### src/rtl/otter_io_pkg.sv
// Shared OTTER I/O definitions: button register addresses and the debounce state encoding.
package otter_io_pkg;

    localparam logic [31:0] BTN_LVL_ADDR     = 32'h1100_8004;
    localparam logic [31:0] BTN_PEND_ADDR    = 32'h1100_800C;
    localparam logic [31:0] BTN_MASK_ADDR    = 32'h1100_8010;
    localparam logic [31:0] BTN_CLR_ADDR     = 32'h1100_E000;
    localparam logic [31:0] BTN_MASK_WR_ADDR = 32'h1100_E004;

    typedef enum logic [1:0] {
        ST_LO   = 2'd0,
        WAIT_HI = 2'd1,
        ST_HI   = 2'd2,
        WAIT_LO = 2'd3
    } db_state_t;

endpackage

### src/rtl/btn_debounce.sv
// One button: 2-FF synchroniser followed by a counting debounce FSM.
//   state   | meaning
//   ST_LO   | accepted level low, sync low
//   WAIT_HI | sync high, counting stable high samples
//   ST_HI   | accepted level high, sync high
//   WAIT_LO | sync low, counting stable low samples
module btn_debounce
    import otter_io_pkg::*;
#(
    parameter int DEBOUNCE_CYCLES = 50000
) (
    input  logic clk,
    input  logic rst_i,
    input  logic raw_i,
    output logic level_o,
    output logic rise_o
);

    localparam int CW = $clog2(DEBOUNCE_CYCLES + 1);
    localparam logic [CW-1:0] CNT_ONE  = CW'(1);
    localparam logic [CW-1:0] CNT_LAST = CW'(DEBOUNCE_CYCLES - 1);

    logic [1:0]    sync_q;
    db_state_t     state_q;
    logic [CW-1:0] cnt_q;
    logic          level_q;
    logic          sync_s;

    assign sync_s = sync_q[1];

    always_ff @(posedge clk) begin
        if (rst_i) begin
            sync_q  <= '0;
            state_q <= ST_LO;
            cnt_q   <= '0;
            level_q <= 1'b0;
        end else begin
            sync_q <= {sync_q[0], raw_i};
            case (state_q)
                ST_LO: begin
                    if (sync_s) begin
                        state_q <= WAIT_HI;
                        cnt_q   <= CNT_ONE;
                    end
                end
                WAIT_HI: begin
                    if (!sync_s) begin
                        state_q <= ST_LO;
                        cnt_q   <= '0;
                    end else if (cnt_q == CNT_LAST) begin
                        state_q <= ST_HI;
                        cnt_q   <= '0;
                        level_q <= 1'b1;
                    end else begin
                        cnt_q <= cnt_q + CNT_ONE;
                    end
                end
                ST_HI: begin
                    if (!sync_s) begin
                        state_q <= WAIT_LO;
                        cnt_q   <= CNT_ONE;
                    end
                end
                WAIT_LO: begin
                    if (sync_s) begin
                        state_q <= ST_HI;
                        cnt_q   <= '0;
                    end else if (cnt_q == CNT_LAST) begin
                        state_q <= ST_LO;
                        cnt_q   <= '0;
                        level_q <= 1'b0;
                    end else begin
                        cnt_q <= cnt_q + CNT_ONE;
                    end
                end
                default: begin
                    state_q <= ST_LO;
                    cnt_q   <= '0;
                    level_q <= 1'b0;
                end
            endcase
        end
    end

    // Decoded from current state so the top's pend register sets on the accepting edge.
    assign rise_o  = (state_q == WAIT_HI) && sync_s && (cnt_q == CNT_LAST);
    assign level_o = level_q;

endmodule

### src/rtl/btn_intr_ctrl.sv
// Memory-mapped button front end: debounced levels, rising-edge pending bits,
// interrupt mask and a level interrupt to the MCU.
module btn_intr_ctrl
    import otter_io_pkg::*;
#(
    parameter int N_BTN           = 5,
    parameter int DEBOUNCE_CYCLES = 50000
) (
    input  logic             clk,
    input  logic             RST,
    input  logic [N_BTN-1:0] btn_raw,
    input  logic [31:0]      iobus_addr,
    input  logic [31:0]      iobus_out,
    input  logic             iobus_wr,
    output logic [31:0]      rd_data,
    output logic [N_BTN-1:0] btn_db,
    output logic             intr
);

    logic [N_BTN-1:0] rise;
    logic [N_BTN-1:0] pend_q, pend_d;
    logic [N_BTN-1:0] mask_q, mask_d;
    logic             unused_wdata;

    assign unused_wdata = ^iobus_out;

    for (genvar i = 0; i < N_BTN; i++) begin : g_btn
        btn_debounce #(
            .DEBOUNCE_CYCLES(DEBOUNCE_CYCLES)
        ) u_db (
            .clk     (clk),
            .rst_i   (RST),
            .raw_i   (btn_raw[i]),
            .level_o (btn_db[i]),
            .rise_o  (rise[i])
        );
    end

    always_comb begin
        pend_d = pend_q;
        mask_d = mask_q;
        if (iobus_wr && (iobus_addr == BTN_CLR_ADDR)) begin
            pend_d = pend_q & ~iobus_out[N_BTN-1:0];
        end
        if (iobus_wr && (iobus_addr == BTN_MASK_WR_ADDR)) begin
            mask_d = iobus_out[N_BTN-1:0];
        end
        // A new edge beats a simultaneous clear so no press is lost.
        pend_d = pend_d | rise;
    end

    always_ff @(posedge clk) begin
        if (RST) begin
            pend_q <= '0;
            mask_q <= '0;
        end else begin
            pend_q <= pend_d;
            mask_q <= mask_d;
        end
    end

    always_comb begin
        rd_data = '0;
        case (iobus_addr)
            BTN_LVL_ADDR:  rd_data[N_BTN-1:0] = btn_db;
            BTN_PEND_ADDR: rd_data[N_BTN-1:0] = pend_q;
            BTN_MASK_ADDR: rd_data[N_BTN-1:0] = mask_q;
            default:       rd_data = '0;
        endcase
    end

    assign intr = |(pend_q & mask_q);

endmodule

### config.mk
export PLATFORM = sky130hd
export DESIGN_NAME = btn_intr_ctrl
export DESIGN_NICKNAME = d
export VERILOG_FILES = /design/src/rtl/otter_io_pkg.sv /design/src/rtl/btn_debounce.sv /design/src/rtl/btn_intr_ctrl.sv
export SDC_FILE = /design/constraint.sdc
export NUM_CORES = 1
export LEC_CHECK = 0
export CAP_MARGIN = 20
export CORE_ASPECT_RATIO = 1.4
export CORE_MARGIN = 2
export CORE_UTILIZATION = 41
export CTS_CLUSTER_DIAMETER = 30
export DETAILED_ROUTE_END_ITERATION = 8
export GPL_TIMING_DRIVEN = 0
export PLACE_DENSITY = 0.67
export SLEW_MARGIN = 15
export SYNTH_ARGS = -nofsm -noshare
export SYNTH_HDL_FRONTEND = slang
export SYNTH_SLANG_ARGS = --single-unit
### constraint.sdc
create_clock -name clk -period 1.7 [get_ports clk]
set_input_delay 0.34 -clock clk [delete_from_list [all_inputs] [get_ports clk]]
set_output_delay 0.34 -clock clk [all_outputs]
set_load 0.005 [all_outputs]
# [After elaboration in Yosys (flattened, before gate mapping)]
# Index checks and enable logic that the tools add are counted.
[op_classes] addsub=5 mul=0 n_div=0 magnitude_cmp=0 n_eq_ne=65 shift=0 mux=92 n_bitwise=4 reduce_logical=38
[ops] operator="16-bit 2-to-1 mux" count=25
[ops] operator="16-bit one-hot mux with 4 select lines" count=5
[ops] operator="32-bit by 29-bit == test with 1-bit output (second input constant)" count=5
[ops] operator="16-bit by 1-bit adder with 16-bit output (second input constant)" count=5
[ops] operator="16-bit == test (second input constant)" count=5
[ops] operator="2-bit 2-to-1 mux" count=30
[ops] operator="2-bit by 1-bit inequality test with 1-bit output (second input constant)" count=20
[ops] operator="2-bit one-hot mux with 4 select lines" count=5
[ops] operator="5-bit AND reduction" count=5
[ops] operator="2-bit == test (second input constant)" count=10
[ops] operator="1-bit 2-to-1 mux" count=20
[ops] operator="2-bit inequality test (second input constant)" count=10
[ops] operator="4-bit AND reduction" count=5
[ops] operator="3-bit by 1-bit inequality test with 1-bit output (second input constant)" count=5
[ops] operator="3-bit inequality test (second input constant)" count=5
[ops] operator="5-bit one-hot mux with 3 select lines" count=1
[ops] operator="1-bit logical AND" count=12
[ops] operator="5-bit bitwise AND" count=2
[ops] operator="2-bit by 1-bit == test with 1-bit output (second input constant)" count=5
[ops] operator="2-bit zero test" count=5
[ops] operator="1-bit one-hot mux with 2 select lines" count=5
[ops] operator="2-bit AND reduction" count=5
[ops] operator="2-bit nonzero test" count=5
[ops] operator="5-bit 2-to-1 mux" count=1
[ops] operator="3 further kinds" count=3
[word_totals] regBits=115 latchBits=0 mem_bits_rw=0 rom_bits=0 inputBits=72 out_inout_bits=38 word_cells=226 n_memories=0

# [Logic depth before layout (Yosys ltp)]
# Gate-level depths: netlist of the first run.
[logic_depth] ltp_word=4 ltp_mapped=8

# [Cells and area by module]
# A second synthesis of the first run with hierarchy kept.
[unflattened] cells_unflattened=749 hier_area_um2=6148.4
[by_module_without_submodules] module="btn_debounce (g_btn[0].u_db ...)" instances=4 cells_each=126 area_each_um2=1023.5 seq_area_each_um2=420.4
[by_module_without_submodules] module="btn_debounce (g_btn[4].u_db)" instances=1 cells_each=133 area_each_um2=1123.6 seq_area_each_um2=420.4
[by_module_without_submodules] module="btn_intr_ctrl" instances=1 cells_each=112 area_each_um2=930.9 seq_area_each_um2=200.2

# [Least setup slack after synthesis of the first run]
# No wires, ideal clock.
[synth_path] path_type="register to register" from="register g_btn[3].u_db.cnt_q[11]" to="register g_btn[3].u_db.cnt_q[13]" arrival_ns=1.785 t_required_ns=1.580 setup_slack_ns=-0.205 stages_incl_launch_ff=7 period_less_slack_ns=1.905 path_cell_list="dfxtp_1 -> or4b_4 -> nor4_4 -> nor3_2 -> buf_6 -> nor3b_1 -> a211o_1"
[synth_via] elab_chain_len=4 elab_cells_between_ends=6 cone_classes="add/sub: 1; eq/ne: 1; mux: 4"
[synth_rtl] element="start, declared" line="btn_debounce.sv:25" text="logic [CW-1:0] cnt_q;"
[synth_rtl] element="start signal, assigned" line="btn_debounce.sv:55" text="cnt_q <= cnt_q + CNT_ONE;"
[synth_rtl] element="start signal, assigned" line="btn_debounce.sv:73" text="cnt_q <= cnt_q + CNT_ONE;"
[synth_rtl] element="16-bit by 1-bit adder with 16-bit output / 16-bit == test (equally long branches)"
[synth_rtl] element="16-bit 2-to-1 mux *" line="btn_debounce.sv:50, btn_debounce.sv:68"
[synth_rtl] element="16-bit 2-to-1 mux, on equally long branches" line="btn_debounce.sv:65, btn_debounce.sv:47"
[synth_rtl] element="16-bit one-hot mux with 4 select lines *" line="btn_debounce.sv:39" text="case (state_q)"
# Every way passes the cells marked *; elsewhere a longest branch is shown, timed or not.
# A chain may end at the register's enable or synchronous reset.

# [Worst setup path in the final report of the first run]
[layout_path] from="register g_btn[3].u_db.cnt_q[12]" to="register g_btn[3].u_db.cnt_q[13]"
# The elaborated chain is that of the path after synthesis.

==> metrics.md, run 1 <==
| Metric | Value |
|---|---|
| Iter 0 DRT Violations | roughly 380 |
| Core Util, Final | 62.0% |
| Final std cells w/o fill | 1074 |
| Synth Flop Type | dfxtp_1 |
| WS Path Type | flop to flop |
| Vias per inst | 5.55 |
| # DRC | 0 |
| Skew-Pair Late Insertion Delay | 410 ps |
| Largest net degree at the start of global routing | 17 |
| Area Overhead vs Synth | 49.2% |
| Number of global-route vias before repair | 5854 |
| Drt total wl | 17.4 mm |
| Failing checks | setup timing |
| Period Utilization, post-route | 114% |
| Critical-path cell list | or4b_4, nor4_4, nor3_4, buf_6, nor3b_1, a211o_1 |
| # fillers | 1210 |
| Worst slew pin tran | between 600 and 700 ps |
| Fmax | 514 MHz |
| CTS tree | built |
| Avg Cell Area, Syn | 8.26 µm² |
| Post-route minimum period | 1950 ps |
| DP HPWL | 10.7 mm |
| Placed insts | between 900 and 1000 |
| Ports | 110 |
| Share of layout cells above drive strength 1 | 38.8% |
| Via count | a little under 6000 |
| Total clock sinks | about 120 |
| Port Buffers | 55 |
| CTS Buf Count | 17 |
| Setup Skew | 9.44 ps |
| H-tree depth | 4 |
| Crit Reg-Reg Startpoint | g_btn[3].u_db.cnt_q[12] |
| # setup viols final | 71 |
| Slowest-stage cell, CP | or4b_4 |
| Slew Viols, Final | 0 |
| Cell family contributing the most delay on the critical path | simple AND/OR/NAND/NOR gates |
| Worst Hold Depth | 1 |
| Post-synth cell types | 62 |
| Outcome | complete, but fails checks |
| Starting Density | 41.6% |
| Initial antenna violation count | 0 |
| Hold Startpoint | g_btn[1].u_db.sync_q[0] |
| Hold_buf cts | 0 |
| RSZ-0062 raised after global routing | true |
| DIE AREA | 0.0155 mm² |
| Register area share after synthesis | 38.7% |
| N_diodes | 0 |
| Nets | ~950 |
| Global-route wire length before repair | 27.1 mm |
| CORE AREA | 0.0143 mm² |
| Clock buffer depth | 2 |
| LEAKAGE | approximately 0.0033 µW |
| Drt pass-1 iters | 5 |
| FP Rows | 52 |
| Critical path arrival | approximately 2300 ps |
| CP Launch Type | flop |
| Hold Crit Class | flop to flop |
| Post-route ant nets | 0 |
| Worst rel slew slack | 59.3% |
| Req. time, crit path | roughly 2000 ps |
| Cell area power density | 774 mW/mm² |
| Netlist Area Pre-Place | between 0.005 and 0.006 mm² |
| Ys Warns | 0 |
| Post-Syn Instances | 720 |
| CP max FO | 7 |
| Wire per inst | 16.2 µm |
| Cell count of the worst reg-to-reg path | 6 |
| Buf/Inv on CP | 1 |
| Hold Fails Final Rpt | 0 |
| Seq cells post-synth | 115 |
| Worst path max stage delay | 550 ps |
| Max Cap Viol | 0 |
| Async SR Flop Fraction | 0% |
| Root Driver | clkbuf_16 |
| Total global routing overflow | 0 |
| Final setup margin | -246 ps |
| Number of synthesized flops with an enable pin | 0 |
| Max rail drop VDD | 0.501 mV |
| Clock transition at path regs | ~60 ps |
| Die Span Y | 147 µm |
| GP Congestion | between 0.8 and 0.9 |
| Horiz. Die Dim | 106 µm |
| WP depth | 6 |
| Critical path origin | g_btn[3].u_db.cnt_q[12] |
| Tot GR Track Use | 21.4% |
| Crit path capture type | flop |
-- cell type report --
class	count	area [µm²]	share of cell area [%]
clock inverter	11	164	1.85
multi-input combinational	556	4160	46.8
tap	189	236	2.66
timing repair buffer	116	1020	11.5
buffer	52	415	4.68
sequential	115	2380	26.8
clock buffer	18	429	4.84
inverter	17	71.3	0.803
-- report_power, final --
group | switching (µW) | leakage, µW | total [µW] | internal, µW
registers | 42.6 | 0.000953 | 2770 | 2720
clock network | 1210 | 0.000287 | 3620 | 2410
logic | 228 | 0.00211 | 476 | 248
-- synth_stat cells (15+ instances only) --
| cell | instances | area share, % |
|---|---|---|
| dfxtp_1 | 115 | 39 |
| a21oi_1 | 49 | 4.1 |
| inv_1 | 16 | 1.0 |
| nor2_1 | 52 | 3.3 |
| nor3_1 | 27 | 2.3 |
| clkbuf_1 | 18 | 1.1 |
| buf_4 | 32 | 4.0 |
| and3_1 | 15 | 1.6 |
| o21ai_0 | 44 | 3.7 |
| nand3_1 | 41 | 3.4 |
| nand4_1 | 17 | 1.8 |
| or3_1 | 19 | 2.0 |
| nand2_1 | 60 | 3.8 |
| a31oi_1 | 33 | 3.5 |
-- sequential cells by signal, indices dropped and copies added (netlist names), named ones only --
name / flops
g_btn.u_db.level_o: 5
mask_q: 5
pend_q: 5
g_btn.u_db.state_q: 5
g_btn.u_db.sync_q: 10
g_btn.u_db.cnt_q: 80
-- repair_timing --
item | CTS | global route
cloned | 5 | 0
pin swaps | 56 | 53
gates resized for setup | 209 | 128
endpoints found under the hold margin | 0 | 0
setup buffers | 43 | 14
endpoints found under the setup margin | 118 | 111
-- cells by family (layout without fill, tap and decap cells) --
| kind of cell | Yosys count | in the layout | share of synthesized area [%] |
|---|---|---|---|
| AOI/OAI and AO/OA | 168 | 168 | 17.0 |
| xor gates and xnor gates | 18 | 18 | 2.65 |
| adders and majority gates | 5 | 5 | 1.05 |
| buffers and inverters | 76 | 214 | 7.19 |
| DFF | 115 | 115 | 38.7 |
| muxes | 12 | 12 | 2.06 |
| other | 1 | 27 | 0.0630 |
| and+or+nand+nor | 325 | 326 | 31.3 |
-- layout by cell type, fill, tap and decap left out, drive strengths merged, types with 17 or more instances in the layout --
cell         count
o21ai           45
nand2           60
a31oi           33
dlygate4sd2     24
nand3           41
clkbuf          28
nor3            30
inv             17
or3             19
nor2            52
conb            27
dfxtp          115
nand4           17
a21oi           49
buf            114
-- metrics by stage --
stage / power (µW) / area (µm²) / hold slack [ps] / setup TNS (ps) / setup WS, ps
2_1_floorplan: 3040 / 6200 / 414 / -2210 / -132
3_3_place_gp: 3220 / 6990 / 420 / -107860 / -1570
3_5_place_dp: 3230 / 6990 / 428 / -111240 / -1620
4_1_cts: 6880 / 8370 / 439 / -7690 / -207
5_1_grt: 7090 / 8880 / 454 / -13000 / -304
6_report: 6870 / 8880 / 437 / -7770 / -246
-- per-layer routing --
layer | share of wire (%) | track usage (%)
met1 | 39 | 23.3
met4 | 2.2 | 8.42
met3 | 3.5 | 4.69
met2 | 55 | 39.9
met5 | 0 | 0
-- final timing paths --
kind                            slack [ps]                      end
worst max register to register        -250  g_btn[3].u_db.cnt_q[13]
worst max-delay path                  -250  g_btn[3].u_db.cnt_q[13]
worst min register to register         440  g_btn[1].u_db.sync_q[1]
worst min-delay path                   440  g_btn[1].u_db.sync_q[1]
Note: power is estimated with default switching activity, not from simulation.
==> inputs of run 2 (changes only) <==
--- a/config.mk
+++ b/config.mk
@@ -12,8 +12,9 @@
 export CTS_CLUSTER_DIAMETER = 30
 export DETAILED_ROUTE_END_ITERATION = 8
 export GPL_TIMING_DRIVEN = 0
-export PLACE_DENSITY = 0.67
+export PLACE_DENSITY = 0.64
 export SLEW_MARGIN = 15
 export SYNTH_ARGS = -nofsm -noshare
 export SYNTH_HDL_FRONTEND = slang
 export SYNTH_SLANG_ARGS = --single-unit
+export TNS_END_PERCENT = 1
==> constraint.sdc (replaced) <==
create_clock -name clk -period 1.97 [get_ports clk]
set_input_delay 0.394 -clock clk [delete_from_list [all_inputs] [get_ports clk]]
set_output_delay 0.394 -clock clk [all_outputs]
set_load 0.005 [all_outputs]
==> metrics.md, run 2 (synthesis results as in run 1) <==
| Metric | Value |
|---|---|
| Skew-Pair Late Insertion Delay | 410 ps (about the same) |
| Horiz. Die Dim | 106 µm (unchanged) |
| CP max FO | 5 (-2) |
| Largest net degree at the start of global routing | 17 (unchanged) |
| Clock buffer depth | 2 (unchanged) |
| Number of global-route vias before repair | 5519 (-5.7%) |
| Nets | 917 (-3.7%) |
| Starting Density | 41.6% (unchanged) |
| Setup TNS | -526 ps (+7240 ps) |
| Req. time, crit path | 1580 ps (-420 ps) |
| CP Launch Type | input pin |
| # DRC | 0 (unchanged) |
| CTS tree | built |
| Hold Crit Class | flop to flop |
| Slew Viols, Final | 0 (unchanged) |
| Most common cell after layout, fill and taps aside | dfxtp_1 |
| Cell area power density | 800 mW/mm² (+3.4%) |
| Final setup margin | -114 ps (+132 ps) |
| Max Cap Viol | 0 (unchanged) |
| Max reg flops | 80 (unchanged) |
| Setup Skew | 7.71 ps (-1.73 ps) |
| Total global routing overflow | 0 (unchanged) |
| Vias per inst | 5.49 (-1.2%) |
| Fmax | 480 MHz |
| Max rail drop VDD | 0.512 mV (+2.3%) |
| Outcome | complete, but fails checks |
| CORE AREA | 0.0143 mm² (unchanged) |
| Initial antenna violation count | 0 (unchanged) |
| Tot GR Track Use | 19.5% (-2.0 points) |
| Hold Startpoint | g_btn[0].u_db.cnt_q[15] |
| Post-route ant nets | 0 (unchanged) |
| Via count | 5720 (-4.1%) |
| Slowest-stage cell, CP | dlygate4sd2_1 |
| Place WS | -1400 ps (+219 ps) |
| Critical path origin | iobus_addr[3] |
| Share of layout cells above drive strength 1 | 20.8% (-18 points) |
| Commonest cells after routing, fill and taps aside | dfxtp_1 (103), nand2_1 (58), buf_4 (50) |
| Global-route wire length before repair | 25.0 mm (-7.9%) |
| Period Utilization, post-route | 106% |
| Drt total wl | 15.1 mm (-13%) |
| Worst slew pin tran | 895 ps (+288 ps) |
| Port Buffers | 55 (unchanged) |
| Ports | 110 (unchanged) |
| Clock transition at path regs | 50 ps (about the same) |
| Wire per inst | 14.5 µm (-10%) |
| Top Registers | g_btn.u_db.cnt_q x80, g_btn.u_db.sync_q x10 |
| Most flop-heavy register | g_btn.u_db.cnt_q |
| Crit path capture type | output port |
| Hold Fails Final Rpt | 0 (unchanged) |
| Total design power | 6330 µW (-7.8%) |
| LEAKAGE | 0.00293 µW (-12%) |
| Iter 0 DRT Violations | 220 (-42%) |
| GP Congestion | 0.870 (+1.2%) |
| Critical path arrival | 1690 ps (-560 ps) |
| DP HPWL | 10.4 mm (-2.3%) |
| Worst rel slew slack | 39.9% (-19 points) |
| H-tree depth | 4 (unchanged) |
| # setup viols final | 12 (-83%) |
| Worst path max stage delay | 260 ps (-290 ps) |
| Total clock sinks | 115 (unchanged) |
| CTS Buf Count | 17 (unchanged) |
| FP Rows | 52 (unchanged) |
| Root Driver | clkbuf_16 |
| N_diodes | 0 (unchanged) |
| WS Path Type | input pin to output port |
| Area Overhead vs Synth | 33.1% |
| Die Span Y | 147 µm (unchanged) |
| Crit Reg-Reg Startpoint | g_btn[3].u_db.cnt_q[9] |
| Failing checks | setup timing |
| DIE AREA | 0.0155 mm² (unchanged) |
| Critical-path cell list | dlygate4sd2_1, clkbuf_8, nor4_4, buf_4, buf_6, a22oi_1, nor2_2, buf_2 |
| Drt pass-1 iters | 5 (unchanged) |
| RSZ-0062 raised after global routing | true |
| Post-route minimum period | 2080 ps |
==> run 2: changes by cell type in the layout (fill, tap and decap cells not counted), moves of 19 or more <==
cell	previous run	this run
a21oi_2	27	0
a21oi_1	21	49
buf_4	78	50
dfxtp_2	30	11
o21ai_0	17	41
clkdlybuf4s50_1	15	35
dfxtp_1	74	103
==> run 2: worst paths after layout <==
path	slack (ps)	depth (start not counted)	endpoint
max	-110	8	rd_data[3]
max reg2reg	-30	7	g_btn[3].u_db.cnt_q[4]
min reg2reg	440	1	g_btn[0].u_db.cnt_q[15]
min	440	1	g_btn[0].u_db.cnt_q[15]
==> run 2: layout make-up <==
class	instances	area (µm²)
fillers	1297	6390
flip-flops and latches	115	2320
clock inverters	9	198
inverters	17	63.8
multi-input cells	555	3540
well taps	189	236
plain buffers	59	407
repair buffers	75	666
clock buffers	23	488
==> run 2: repair_timing <==
item	in CTS	in global routing
hold buffers	0	0
cloned	0	0
setup buffers	18	2
pin swaps	21	13
hold endpoints to repair	0	0
endpoints found under the setup margin	110	84
gates resized for setup	79	60
==> run 2: critical path: cells and delay by family <==
family,cells,cell delay [ps]
compound gates,1,110
buf+inv,5,810
simple gates,2,380
==> run 2: routing by layer <==
metal  share of wire (%)  vias to the layer above  GRT usage (%)  routed length (µm)
met2                  52                      165           34.8                7780
met5                   0                        -              0                   0
met1                  41                     2697           22.3                6210
met3                 5.2                       24           4.29                 790
met4                 2.1                        0           7.63                 314
li1                    -                     2834              -                   -
==> run 2: report_power, final <==
group | leakage, µW | switching [µW] | internal (µW) | total [µW]
combinational | 0.00166 | 174 | 200 | 374
sequential | 0.000936 | 30.8 | 2360 | 2390
clock | 0.000333 | 1070 | 2500 | 3570
==> run 2: stage by stage <==
step | std cells | utilization, % | instance area [µm²] | hold WS [ps]
floorplan | 746 | - | 6050 | 414
global placement | 990 | 47.8 | 6840 | 417
detailed placement | 990 | 47.8 | 6840 | 428
CTS | 1040 | 54.2 | 7760 | 445
global route | 1042 | 55.3 | 7920 | 457
finish | 1042 | 55.3 | 7920 | 435
==> inputs of run 3 (changes only) <==
--- a/config.mk
+++ b/config.mk
@@ -8,11 +8,11 @@
 export CAP_MARGIN = 20
 export CORE_ASPECT_RATIO = 1.4
 export CORE_MARGIN = 2
-export CORE_UTILIZATION = 41
+export CORE_UTILIZATION = 45
 export CTS_CLUSTER_DIAMETER = 30
 export DETAILED_ROUTE_END_ITERATION = 8
 export GPL_TIMING_DRIVEN = 0
-export PLACE_DENSITY = 0.64
+export PLACE_DENSITY = 0.69
 export SLEW_MARGIN = 15
 export SYNTH_ARGS = -nofsm -noshare
 export SYNTH_HDL_FRONTEND = slang
==> metrics.md, run 3 (synthesis results as in run 1) <==
| Metric | Value |
|---|---|
| Vias per inst | 5.69 (+3.6%) |
| Commonest cells after routing, fill and taps aside | dfxtp_1 (101), nand2_1 (59), a21oi_1 (49), buf_4 (49), nor2_1 (46) |
| RSZ-0062 raised after global routing | true |
| Hold Fails Final Rpt | 0 (unchanged) |
| Worst Hold Depth | 1 (unchanged) |
| N_diodes | 0 (unchanged) |
| Total clock sinks | 115 (unchanged) |
| Worst slew pin tran | 936 ps (+41.1 ps) |
| Max reg flops | 80 (unchanged) |
| CTS Buf Count | 17 (unchanged) |
| Register area | 0.00232 mm² (+0.11%) |
| Drt total wl | 15.4 mm (+1.8%) |
| Routing usage on met1 | 25.8% (+3.5 points) |
| CP max FO | 3 (-2) |
| Slew Viols, Final | 0 (unchanged) |
| Fmax | 485 MHz (+1.1%) |
| Final setup margin | -91.5 ps (+22.7 ps) |
| Most common cell after layout, fill and taps aside | dfxtp_1 |
| Clock transition at path regs | 50 ps (about the same) |
| Cell area power density | 780 mW/mm² (-2.4%) |
| FP Rows | 49 (-5.8%) |
| Placed insts | 954 (-3.6%) |
| Critical path origin | iobus_addr[7] |
| Setup Skew | 6.92 ps (-0.792 ps) |
| Initial antenna violation count | 0 (unchanged) |
| Setup TNS | -354 ps (+172 ps) |
| Max rail drop VDD | 0.517 mV (+0.80%) |
| Nets | 915 (-0.22%) |
| # fillers | 1110 (-14%) |
| Total design power | 6140 µW (-3.1%) |
| Wire per inst | 15.3 µm (+5.7%) |
| Crit Reg-Reg Startpoint | g_btn[4].u_db.cnt_q[11] |
| Sequential Power Share | 38.9% (+1.2 points) |
| Most flop-heavy register | g_btn.u_db.cnt_q |
| Max Cap Viol | 0 (unchanged) |
| Gr busiest metal | met2 |
| # setup viols final | 5 (-7) |
| LEAKAGE | 0.00293 µW (about the same) |
| Number of global-route vias before repair | 5531 (+0.22%) |
| Req. time, crit path | 1580 ps (about the same) |
| FF-to-FF End | g_btn[4].u_db.cnt_q[7] |
| Ports | 110 (unchanged) |
| Starting Density | 46.2% (+4.6 points) |
| CP most frequent cell | buf_2 |
| CORE AREA | 0.0129 mm² (-10%) |
| DP HPWL | 10.4 mm (-0.58%) |
| Critical-path cell list | buf_2, or3_4, nor4_4, buf_4, buf_6, a22oi_2, nor2_2, buf_2 |
| Horiz. Die Dim | 101 µm (-4.4%) |
| Post-route ant nets | 0 (unchanged) |
| Critical path arrival | 1670 ps (-20 ps) |
| Period Utilization, post-route | 105% (-1.2 points) |
| Outcome | complete, but fails checks |
| CP Launch Type | input pin |
| Skew-Pair Late Insertion Delay | 420 ps (about the same) |
| Area Overhead vs Synth | 32.2% |
| Iter 0 DRT Violations | 270 (+23%) |
| Share of layout cells above drive strength 1 | 21.3% (+0.52 points) |
| Failing checks | setup timing |
| Pint | 4880 µW (-3.6%) |
| Hold Crit Class | flop to flop |
| GP Congestion | 0.909 (+4.5%) |
| Port Buffers | 55 (unchanged) |
| Hold Startpoint | g_btn[4].u_db.sync_q[0] |
| R2R Setup Slk | 0 ps (+30 ps) |
| Top Registers | g_btn.u_db.cnt_q x80, g_btn.u_db.sync_q x10 |
| Die Span Y | 140 µm (-4.4%) |
| Final hold slack | 441 ps (+5.69 ps) |
| Crit path capture type | output port |
| Total global routing overflow | 0 (unchanged) |
| CTS tree | built |
| WHS Endpoint | g_btn[4].u_db.sync_q[1] |
| Root Driver | clkbuf_16 |
| GR Layer Usage met3 | 6.64% (+2.4 points) |
| DIE AREA | 0.0142 mm² (-8.6%) |
| Routing usage on met2 | 37.1% (+2.2 points) |
| Area taken by multi-input logic gates | 0.00362 mm² (+2.2%) |
| H-tree depth | 4 (unchanged) |
| Worst rel slew slack | 37.1% (-2.8 points) |
| Comb power frac | 5.9% (about the same) |
| Slowest-stage cell, CP | or3_4 |
| Final std cells w/o fill | 1004 (-3.6%) |
| Clk network pwr share | 55.2% (-1.2 points) |
| Global-route wire length before repair | 25.1 mm (+0.58%) |
| Largest net degree at the start of global routing | 17 (unchanged) |
| Via count | 5709 (-0.19%) |
| Drt pass-1 iters | 4 (-1) |
| Sw frac | 20.5% (+0.37 points) |
| Post-route minimum period | 2060 ps (-22.7 ps) |
| Cell count of the worst reg-to-reg path | 6 (-1) |
| Worst path max stage delay | 420 ps (+160 ps) |
| # DRC | 0 (unchanged) |
| WS Path Type | input pin to output port |
| Tot GR Track Use | 21.8% (+2.4 points) |
| Place WS | -1440 ps (-34.4 ps) |
| Switching pwr | 1260 µW (-1.3%) |
| Clock buffer depth | 2 (unchanged) |
-- run 3: changes by cell type in the layout (fill, tap and decap cells not counted), moves of 3 or more --
cell and delta:
clkdlybuf4s50_1 -13, dlygate4sd2_1 +13, clkbuf_2 +5, buf_6 -3
nor2_4 +3
-- run 3: critical path, delay by kind of cell --
family | cells | cell delay [ps]
compound gates | 1 | 70
simple gates | 3 | 680
buf+inv | 4 | 530
-- run 3: cell type report --
type	count	share of cell area, %
inverters	17	0.811
flip-flops and latches	115	29.5
multi-input cells	555	46.0
repair buffers	73	7.76
well taps	153	2.43
plain buffers	59	5.19
clock buffers	22	6.03
clock inverters	10	2.26
-- run 3: metrics by stage --
step                cell area (µm²)  utilization (%)
floorplan                      6050                -
global route                   7870             61.1
finish                         7870             61.1
detailed placement             6800             52.8
CTS                            7720             60.0
global placement               6800             52.8
-- run 3: power by group through the flow --
stage / logic [µW] / clock network [µW] / registers (µW)
final: 362 / 3390 / 2390
after CTS: 353 / 3420 / 2390
after detailed placement: 349 / 0 / 2430
after floorplan: 192 / 0 / 2420
after global routing: 398 / 3540 / 2390
after global placement: 342 / 0 / 2430
-- run 3: worst max path at each step --
stage / end / slack (ps) / cells after the start
floorplan: rd_data[0] / 3 / 4
global placement: rd_data[4] / -1390 / 6
detailed placement: rd_data[4] / -1440 / 6
CTS: rd_data[2] / -80 / 8
global route: rd_data[2] / -160 / 8
finish: rd_data[0] / -90 / 8
-- run 3: metal layers --
metal,up-vias,part of all wire [%]
met1,2665,42
met4,0,1.6
li1,2828,-
met5,-,0
met2,192,50
met3,24,6.6
-- run 3: what timing repair did --
item,in CTS,in global routing
setup buffers,18,0
resized for setup,105,55
pin swaps,26,11
hold buffers,0,0
endpoints found under the setup margin,110,86
